File: config.mk
export PLATFORM = sky130hd
export DESIGN_NAME = maxpool_window_feeder_flat
export DESIGN_NICKNAME = d
export VERILOG_FILES = /design/src/rtl/maxpool_window_feeder_pkg.sv /design/src/rtl/maxpool_window_feeder_if.sv /design/src/rtl/maxpool_window_feeder_pool_addr_gen.sv /design/src/rtl/maxpool_window_feeder.sv /design/src/flat_wrapper.sv
export SDC_FILE = /design/constraint.sdc
export NUM_CORES = 1
export LEC_CHECK = 0
export ABC_AREA = 1
export BUFFER_PORTS_ARGS = -buffer_cell sky130_fd_sc_hd__buf_4
export CORE_MARGIN = 2
export CORE_UTILIZATION = 46
export DETAILED_ROUTE_END_ITERATION = 7
export GPL_ROUTABILITY_DRIVEN = 1
export PLACE_DENSITY = 0.76
export SYNTH_ARGS = -nofsm -noshare
export SYNTH_HDL_FRONTEND = slang
export SYNTH_SLANG_ARGS = --single-unit
export TNS_END_PERCENT = 20
File: constraint.sdc
create_clock -name clk -period 2 [get_ports clk]
set_input_delay 0.4 -clock clk [delete_from_list [all_inputs] [get_ports clk]]
set_output_delay 0.4 -clock clk [all_outputs]
set_load 0.01 [all_outputs]
File: src/rtl/maxpool_window_feeder_pkg.sv
// -----------------------------------------------------------------------------
// maxpool_window_feeder_pkg
// Shared project macros and the types/constants used by the max-pooling
// window feeder, its bus interface and its address generator.
// No ports (package).
// -----------------------------------------------------------------------------
`ifndef MAXPOOL_PROJECT_DEFINES
`define MAXPOOL_PROJECT_DEFINES
`define DATA_BITS 16
`define MAX_NUM_1 4
`define TRUE      1'b1
`define FALSE     1'b0
`define IMG_W     64
`define OUT_W     32
`define CNT_IDLE  15
`endif

package maxpool_window_feeder_pkg;

    localparam int DW = `DATA_BITS;

    typedef logic signed [DW-1:0] pixel_t;

    typedef enum logic {
        ST_IDLE,
        ST_RUN
    } state_t;

    // Window schedule: phases 0..3 issue reads, 1..4 stream pixels,
    // 5 flushes the pooling unit, 6 samples its result.
    localparam logic [2:0] PH_LAST_RD  = 3'd3;
    localparam logic [2:0] PH_LAST_PIX = 3'd4;
    localparam logic [2:0] PH_FLUSH    = 3'd5;
    localparam logic [2:0] PH_SAMPLE   = 3'd6;

    localparam logic [3:0] CNT_FLUSH = 4'(`MAX_NUM_1);
    localparam logic [3:0] CNT_IDLE  = 4'(`CNT_IDLE);

endpackage

File: src/rtl/maxpool_window_feeder_if.sv
// -----------------------------------------------------------------------------
// maxpool_window_feeder_if
// Bundles the controller handshake, layer-0 read port, pooling-unit stream
// and layer-1 write port of the window feeder.
//   master : the feeder (drives busy/done, read address, pixel stream, write)
//   slave  : the environment (controller, memories, pooling unit)
// -----------------------------------------------------------------------------
interface maxpool_window_feeder_if #(
    parameter int RD_AW = 12,
    parameter int WR_AW = 10
);
    import maxpool_window_feeder_pkg::*;

    logic             start;
    logic             busy;
    logic             done;
    logic [RD_AW-1:0] caddr_rd;
    pixel_t           cdata_rd;
    logic             pool_en;
    pixel_t           input_FM;
    logic [3:0]       input_counter;
    logic             max_done;
    pixel_t           max_output_pixel;
    logic             cwr;
    logic [WR_AW-1:0] caddr_wr;
    pixel_t           cdata_wr;
    logic             protocol_err;

    modport master (
        input  start, cdata_rd, max_done, max_output_pixel,
        output busy, done, caddr_rd, pool_en, input_FM, input_counter,
               cwr, caddr_wr, cdata_wr, protocol_err
    );

    modport slave (
        output start, cdata_rd, max_done, max_output_pixel,
        input  busy, done, caddr_rd, pool_en, input_FM, input_counter,
               cwr, caddr_wr, cdata_wr, protocol_err
    );

endinterface

File: src/rtl/maxpool_window_feeder_pool_addr_gen.sv
// -----------------------------------------------------------------------------
// pool_addr_gen
// Combinational map from a 2x2 window index and slot k to the linear read
// address of that pixel in an IMG_W x IMG_W map.
//   win  : window index, row-major over an OUT_W x OUT_W grid
//   k    : slot in window, k[1] = row offset, k[0] = column offset
//   addr : (2r+k[1])*IMG_W + (2c+k[0])
// -----------------------------------------------------------------------------
module pool_addr_gen #(
    parameter int IMG_W  = 64,
    parameter int OUT_W  = 32,
    parameter int RD_AW  = 12,
    parameter int WIN_AW = 10
) (
    input  logic [WIN_AW-1:0] win,
    input  logic [1:0]        k,
    output logic [RD_AW-1:0]  addr
);
    logic [RD_AW-1:0] row;
    logic [RD_AW-1:0] col;

    always_comb begin
        row  = RD_AW'(win / WIN_AW'(OUT_W));
        col  = RD_AW'(win % WIN_AW'(OUT_W));
        addr = ((row << 1) + RD_AW'(k[1])) * RD_AW'(IMG_W)
             + (col << 1) + RD_AW'(k[0]);
    end

endmodule

File: src/rtl/maxpool_window_feeder.sv
// -----------------------------------------------------------------------------
// maxpool_window_feeder
// Walks the layer-0 map in 2x2 windows, streams each window's four pixels
// into the max-pooling unit and writes each pooled result to layer-1 memory.
//   clk   : system clock
//   reset : asynchronous active-high reset, aborts a frame with no write
//   bus   : master side of maxpool_window_feeder_if (start/busy/done,
//           layer-0 read, pooling stream, layer-1 write, protocol_err)
// -----------------------------------------------------------------------------
module maxpool_window_feeder
    import maxpool_window_feeder_pkg::*;
#(
    parameter int IMG_W = `IMG_W,
    parameter int OUT_W = `OUT_W,
    parameter int RD_AW = 12,
    parameter int WR_AW = 10
) (
    input  logic                    clk,
    input  logic                    reset,
    maxpool_window_feeder_if.master bus
);
    localparam logic [WR_AW-1:0] WIN_LAST = WR_AW'(OUT_W * OUT_W - 1);

    state_t           state, state_nx;
    logic [2:0]       phase, phase_nx;
    logic [WR_AW-1:0] win,   win_nx;

    logic             busy;
    logic             pool_en;
    pixel_t           input_fm;
    logic [3:0]       input_counter;
    logic             rd_en;
    logic [RD_AW-1:0] rd_addr;

    logic             wr_fire;
    logic             cwr_q;
    logic [WR_AW-1:0] caddr_wr_q;
    pixel_t           cdata_wr_q;
    logic             done_q;
    logic             err_q;

    pool_addr_gen #(
        .IMG_W (IMG_W),
        .OUT_W (OUT_W),
        .RD_AW (RD_AW),
        .WIN_AW(WR_AW)
    ) u_addr_gen (
        .win (win),
        .k   (phase[1:0]),
        .addr(rd_addr)
    );

    always_ff @(posedge clk or posedge reset) begin
        if (reset) begin
            state <= ST_IDLE;
            phase <= '0;
            win   <= '0;
        end else begin
            state <= state_nx;
            phase <= phase_nx;
            win   <= win_nx;
        end
    end

    always_comb begin
        state_nx      = state;
        phase_nx      = phase;
        win_nx        = win;
        busy          = 1'b0;
        pool_en       = 1'b0;
        input_fm      = '0;
        input_counter = CNT_IDLE;
        rd_en         = 1'b0;
        wr_fire       = 1'b0;

        case (state)
            ST_IDLE: begin
                if (bus.start) begin
                    state_nx = ST_RUN;
                    phase_nx = '0;
                    win_nx   = '0;
                end
            end
            ST_RUN: begin
                busy  = 1'b1;
                rd_en = (phase <= PH_LAST_RD);
                // Read data lags its address by one cycle, so slot k
                // arrives in phase k+1.
                if (phase >= 3'd1 && phase <= PH_LAST_PIX) begin
                    pool_en       = 1'b1;
                    input_fm      = bus.cdata_rd;
                    input_counter = 4'(phase - 3'd1);
                end else if (phase == PH_FLUSH) begin
                    pool_en       = 1'b1;
                    input_counter = CNT_FLUSH;
                end
                if (phase == PH_SAMPLE) begin
                    wr_fire  = 1'b1;
                    phase_nx = '0;
                    if (win == WIN_LAST) begin
                        state_nx = ST_IDLE;
                    end else begin
                        win_nx = win + WR_AW'(1);
                    end
                end else begin
                    phase_nx = phase + 3'd1;
                end
            end
            default: state_nx = ST_IDLE;
        endcase
    end

    // The write lands one cycle after sampling, overlapping phase 0 of the
    // next window (or the first idle cycle after the last one).
    always_ff @(posedge clk or posedge reset) begin
        if (reset) begin
            cwr_q      <= 1'b0;
            caddr_wr_q <= '0;
            cdata_wr_q <= '0;
            done_q     <= 1'b0;
            err_q      <= 1'b0;
        end else begin
            cwr_q      <= wr_fire;
            caddr_wr_q <= wr_fire ? win : '0;
            cdata_wr_q <= wr_fire ? bus.max_output_pixel : '0;
            done_q     <= wr_fire && (win == WIN_LAST);
            if (wr_fire && !bus.max_done) begin
                err_q <= 1'b1;
            end
        end
    end

    assign bus.busy          = busy;
    assign bus.done          = done_q;
    assign bus.caddr_rd      = rd_en ? rd_addr : '0;
    assign bus.pool_en       = pool_en;
    assign bus.input_FM      = input_fm;
    assign bus.input_counter = input_counter;
    assign bus.cwr           = cwr_q;
    assign bus.caddr_wr      = caddr_wr_q;
    assign bus.cdata_wr      = cdata_wr_q;
    assign bus.protocol_err  = err_q;

endmodule

File: src/flat_wrapper.sv
// flat-port wrapper written by rule: the top's interface ports become plain ports
module maxpool_window_feeder_flat import maxpool_window_feeder_pkg::*;
#(
    parameter int IMG_W = `IMG_W,
    parameter int OUT_W = `OUT_W,
    parameter int RD_AW = 12,
    parameter int WR_AW = 10
)
  (clk, reset, bus_start, bus_cdata_rd, bus_max_done, bus_max_output_pixel, bus_busy, bus_done, bus_caddr_rd, bus_pool_en, bus_input_FM, bus_input_counter, bus_cwr, bus_caddr_wr, bus_cdata_wr, bus_protocol_err);
  maxpool_window_feeder_if #(.RD_AW(RD_AW), .WR_AW(WR_AW)) bus_i ();
  input  logic clk;
  input  logic reset;
  input wire logic [$bits(bus_i.start)-1:0] bus_start;
  input wire logic [$bits(bus_i.cdata_rd)-1:0] bus_cdata_rd;
  input wire logic [$bits(bus_i.max_done)-1:0] bus_max_done;
  input wire logic [$bits(bus_i.max_output_pixel)-1:0] bus_max_output_pixel;
  output wire logic [$bits(bus_i.busy)-1:0] bus_busy;
  output wire logic [$bits(bus_i.done)-1:0] bus_done;
  output wire logic [$bits(bus_i.caddr_rd)-1:0] bus_caddr_rd;
  output wire logic [$bits(bus_i.pool_en)-1:0] bus_pool_en;
  output wire logic [$bits(bus_i.input_FM)-1:0] bus_input_FM;
  output wire logic [$bits(bus_i.input_counter)-1:0] bus_input_counter;
  output wire logic [$bits(bus_i.cwr)-1:0] bus_cwr;
  output wire logic [$bits(bus_i.caddr_wr)-1:0] bus_caddr_wr;
  output wire logic [$bits(bus_i.cdata_wr)-1:0] bus_cdata_wr;
  output wire logic [$bits(bus_i.protocol_err)-1:0] bus_protocol_err;
  assign bus_i.start = bus_start;
  assign bus_i.cdata_rd = bus_cdata_rd;
  assign bus_i.max_done = bus_max_done;
  assign bus_i.max_output_pixel = bus_max_output_pixel;
  assign bus_busy = bus_i.busy;
  assign bus_done = bus_i.done;
  assign bus_caddr_rd = bus_i.caddr_rd;
  assign bus_pool_en = bus_i.pool_en;
  assign bus_input_FM = bus_i.input_FM;
  assign bus_input_counter = bus_i.input_counter;
  assign bus_cwr = bus_i.cwr;
  assign bus_caddr_wr = bus_i.caddr_wr;
  assign bus_cdata_wr = bus_i.cdata_wr;
  assign bus_protocol_err = bus_i.protocol_err;
  maxpool_window_feeder #(.IMG_W(IMG_W), .OUT_W(OUT_W), .RD_AW(RD_AW), .WR_AW(WR_AW)) u_core (.clk(clk), .reset(reset), .bus(bus_i));
endmodule
## Word level (Yosys, flattened, before mapping)

Cells that the tools add are included.

- Add/subtract/negate cells: 6
- Order comparisons: 3
- Equality and inequality tests: 6
- Multiplexer cells: 26
- Bitwise gates (word level): 1
- Reductions and logical operators: 5

Operators by type and width:

| kind | number |
|---|---|
| $mux 16 | 3 |
| $mux 10 | 4 |
| $pmux 10 s2 | 1 |
| $add 12x1->12 | 1 |
| $add 12x6->12 | 1 |
| $mux 12 | 1 |
| $mux 4 | 3 |
| $add 10x1->10 const B | 1 |
| $eq 10x10->1 const B | 1 |
| $mux 1 | 10 |
| $add 6x1->6 | 1 |
| $eq 3x3->1 const B | 2 |
| $mux 3 | 2 |
| $ne 2x2->1 const B | 3 |
| $pmux 3 s2 | 1 |
| $sub 3x1->4 const B | 1 |
| $add 3x1->3 const B | 1 |
| $ge 3x1->1 const B | 1 |
| $le 3x2->1 const B | 1 |
| $le 3x3->1 const B | 1 |
| $logic_and 1x1->1 | 3 |
| $reduce_and 3->1 | 1 |
| $pmux 1 s2 | 1 |
| $logic_not 1->1 | 1 |
| $not 1->1 | 1 |

- Bits in registers: 43
- Input port bits: 36
- Output and inout bits: 63

## Logic depth before layout (Yosys ltp)

- Word-level depth: 4
- Depth in mapped cells: 8
- Gate-level depth less buffers: 8

## By module

From an unflattened synthesis, not the netlist that was laid out.

- Cell total of the unflattened synthesis: 287
- Area total of the unflattened synthesis: 2283.4 µm²

Modules (own cells, without submodules):

| module | times used | cells an instance | area an instance (µm²) | sequential area each (µm²) |
|---|---|---|---|---|
| maxpool_window_feeder | 1 | 275 | 2193.4 | 1076.0 |
| pool_addr_gen | 1 | 12 | 90.1 | 0.0 |

## Least setup slack after synthesis

Ideal clock, no wire load.

- Path kind: reg2out
- Start point: register u_core.phase[0]
- End point: output port bus_input_FM[10]
- Arrival: 1.540 ns
- Required time: 1.600 ns
- Path slack: 0.060 ns
- Stages on the path, launching flop included: 8
- Cell sequence: dfrtp_1 -> inv_1 -> ha_1 -> ha_1 -> a21oi_2 -> nand2_2 -> buf_2 -> nor2_1

- Cells in the longest elaborated chain, start to end: 4

RTL lines:

| element | RTL line | source |
|---|---|---|
| from (decl) | maxpool_window_feeder.sv:25 | `logic [2:0] phase, phase_nx;` |
| from (signal assigned) | maxpool_window_feeder.sv:60 | `phase <= phase_nx;` |
| $ge 3x1->1 / $le 3x3->1 (equally long branches) | maxpool_window_feeder.sv:89 | `if (phase >= 3'd1 && phase <= PH_LAST_PIX) begin` |
| $logic_and 1x1->1 * | maxpool_window_feeder.sv:89 |  |
| $mux 16 * | maxpool_window_feeder.sv:89 |  |
| $mux 16 * | maxpool_window_feeder.sv:76 | `case (state)` |
| to (decl) | flat_wrapper.sv:21 | `output wire logic [$bits(bus_i.input_FM)-1:0] bus_input_FM;` |

Every way passes the cells marked *; elsewhere a longest branch is shown, timed or not.

## Worst setup path after layout

- Start point: register u_core.phase[1]
- End point: output port bus_input_FM[7]

Same word-level chain as after synthesis.

==> impl_metrics.yaml <==
status:
  outcome: "finished with violations"
  violations: "negative setup slack"
detailed_routing:
  detail-route-antenna-nets: 0
  detailedRoute.firstPassIterationCount: 4
  num_vias: 2039
  wl_per_cell_um: 14.9
  wirelength_mm: 6.30
  drt_drc_violations_left: 0
  drt-initial-drc-count: 165
  viasPerCell: 4.83
power:
  share_of_total_power_consumed_by_net_switching_pct: 41.2
  total_leakage_power_nw: 1.83
  p_int_mw: 2.94
  pwr-share-seq_pct: 24.4
  share_clk_of_total_power_pct: 14.6
  report.power.total_mw: 5.00
  netSwitchingPower_mw: 2.06
  ir_worst_vdd_mv: 1.18
  cellPowerDensity_nw_per_um2: 1480
  p_comb_share_pct: 61.0
sta:
  setup_violating_endpoint_count_in_the_final_report: 33
  fin_setup_tns_ns: -6.60
  rsz0062_at_grt: "yes"
  timing.final.crit_period_ns: 2.24
  max_freq_mhz: 446
  worst-slew-pin-transition_ns: 0.547
  setup_slack_ns: -0.244
  final_max_slew_viol_count: 0
  slew_headroom_pct: 63.3
  finalCritPeriodShare_pct: 112
  finalClockSkew_ns: 0.00953
  hold_viol_final: 0
floorplan:
  die_x_um: 71.2
  start_util_pct: 47.7
  fp.dieArea_um2: 5070
  core-area_um2: 4350
  rows: 24
  ios: 99
  die_height_um: 71.2
grt:
  global_route_wire_length_before_repair_mm: 9.85
  maximum_number_of_pins_on_one_net_before_global_route_repair: 29
  global_route.overflow_total: 0
  first_global_vias: 2058
  antenna_violations_before_repair: 0
  groute.usage.overall_pct: 25.2
synthesis:
  synth_largest_type_area_fraction_pct: 51.8
  synth_area_leaders: "dfrtp_1 52%, nor2_1 12%, inv_1 9.6%"
  synth_area_leader_cell: "dfrtp_1"
  synth_nets: 296
  yosys.cell_types.count: 22
  synthesis.area_um2: 2080
  synth-seq-area-share_pct: 51.8
  netlist_instances: 252
  synthesis_warnings: 0
  synth-seq-cells: 43
  synth.avg_cell_area_um2: 8.24
worst_setup_path:
  critical_path.max_fanout: 8
  worst_path_largest_cell_delay_ns: 0.41
  worst-setup-path-type: "reg -> out"
  critical_path_arrival_ns: 1.84
  worstSetupStartpointType: "flip-flop"
  path_cells: "inv_2, ha_4, inv_2, ha_4, a21oi_4, nand2_4, buf_16, nor2_2, buf_4"
  critical_path.endpoint_type: "primary output"
  cp_slowest_cell: "dfrtp_1"
  timing.critical_path.required_ns: 1.60
clock_tree:
  cts.sink_count: 43
  clock_h_tree_levels: 2
  post_cts_hold_buffer_count: 0
  cts.root.buffer_cell: "clkbuf_8"
  clock_pin_transition_on_the_worst_setup_and_hold_timing_paths_ns: 0.09
  numCtsBuffers: 5
  tritoncts: "yes"
  max-clock-path-buffers: 2
  clk-insertion-delay-late_ns: 0.30
placed_design:
  place_ws_ns: 0.0158
  hpwl_mm: 3.97
  placement.io_buffers: 98
  placedInstanceArea_um2: 2930
  place_congestion: 0.883
finish:
  post_route_cells_drive_above_1_share_pct: 45.4
  finish.net_count: 413
  antenna-diode-count: 0
  layout.core_utilization_pct: 77.8
  area_delta_synth_final_pct: 63.1
  post-route-cell-area_um2: 3390
job:
  max_cap_violations: 0
min_path:
  hold_path.class: "in -> async"
power groups by stage:
stage | registers [mW] | clock network, mW | logic, mW
5_1_grt | 1.24 | 0.765 | 3.26
4_1_cts | 1.21 | 0.738 | 2.76
3_5_place_dp | 1.21 | 0 | 2.19
2_1_floorplan | 1.24 | 0 | 1.04
6_report | 1.22 | 0.730 | 3.05
3_3_place_gp | 1.21 | 0 | 2.13
worst max-delay path: cells and delay by family (launching register included):
family | cells | cell delay, ns
buffers and inverters | 4 | 0.48
flip-flops | 1 | 0.41
adder cells (fa/ha/maj) | 2 | 0.30
AO/OA/AOI/OAI | 1 | 0.14
AND/OR/NAND/NOR | 2 | 0.21
cell type report:
type,count,area (um2)
tap,52,65.1
inverter,55,206
fill,277,966
clock buffer,6,82.6
multi-input combinational,149,958
sequential,43,1080
clock inverter,2,38.8
timing repair buffer,115,960
routing by layer:
layer / GRT usage (%) / vias to the layer above / part of all wire, %
met4: 9.22 / 0 / 2.9
met2: 46.4 / 73 / 56
met1: 28.2 / 967 / 36
met3: 5.41 / 18 / 4.9
met5: 0 / - / 0
li1: - / 981 / -
registers in the layout, indices dropped and copies added, names as in the netlist:
register	cells
u_core.phase	3
u_core.bus.caddr_wr	10
u_core.bus.cwr	1
u_core.bus.done	1
u_core.bus.protocol_err	1
u_core.win	10
u_core.state	1
u_core.bus.cdata_wr	16
cell usage in the layout, fill, tap and decap left out, types with 3 or more instances in the layout:
cell      synthesis  routed
o22ai_1           3       3
nand2_1          30      29
nor2_4            3      14
nand3_1          13      13
xor2_1            4       4
buf_4             0      96
o21ai_1           5       6
dfrtp_1          43      42
clkbuf_8          0       6
nand2_2           4       4
buf_6             1      17
inv_1            53      48
inv_2             2       6
nor2_1           67      49
nor2_2            0       7
ha_4              0       5
cells in the mapped netlist:
cell type,count
xor2_1,4
a21oi_4,1
inv_1,53
o21ai_1,5
o22ai_1,3
o21ai_0,5
o21ai_2,1
o21bai_1,1
a21oi_1,1
buf_2,4
nor2_1,67
nand2_2,4
ha_1,8
nand3_4,1
nand2_1,30
nand3_1,13
dfrtp_1,43
a21oi_2,1
inv_2,2
buf_6,1
nor3b_1,1
nor2_4,3
cells by family after synthesis:
logic type | share of synthesized area, %
and+or+nand+nor | 24.7
AOI/OAI and AO/OA | 5.54
adders and majority gates | 4.82
buffers and inverters | 11.4
xor gates and xnor gates | 1.69
DFF | 51.8
per-stage QoR:
step	instances	hold slack [ns]
final	422	0.0729
after global routing	422	0.0924
after floorplan	252	0.499
after CTS	420	0.0836
after detailed placement	407	0.410
after global placement	407	0.392
path summary, 6_finish.rpt:
path                                               from                 endpoint  slack, ns  cells past startpoint
worst min-delay path                              reset  u_core.bus.protocol_err       0.07                      2
worst min register to register  u_core.bus.protocol_err  u_core.bus.protocol_err       0.50                      1
worst max-delay path                    u_core.phase[1]          bus_input_FM[7]      -0.24                      9
worst max register to register          u_core.phase[0]             u_core.state       0.20                      8
max in group asynchronous                         reset   u_core.bus.caddr_wr[3]       1.35                      3
min in group clk                           bus_max_done  u_core.bus.protocol_err       0.27                      2
repair_timing:
item / in CTS / in global routing
resized for setup: 55 / 18
buffers inserted: 3 / 2
endpoints found under the setup margin: 33 / 33
gates cloned: 2 / 0
pin swaps: 3 / 4
Note: power is estimated with default switching activity, not from simulation.
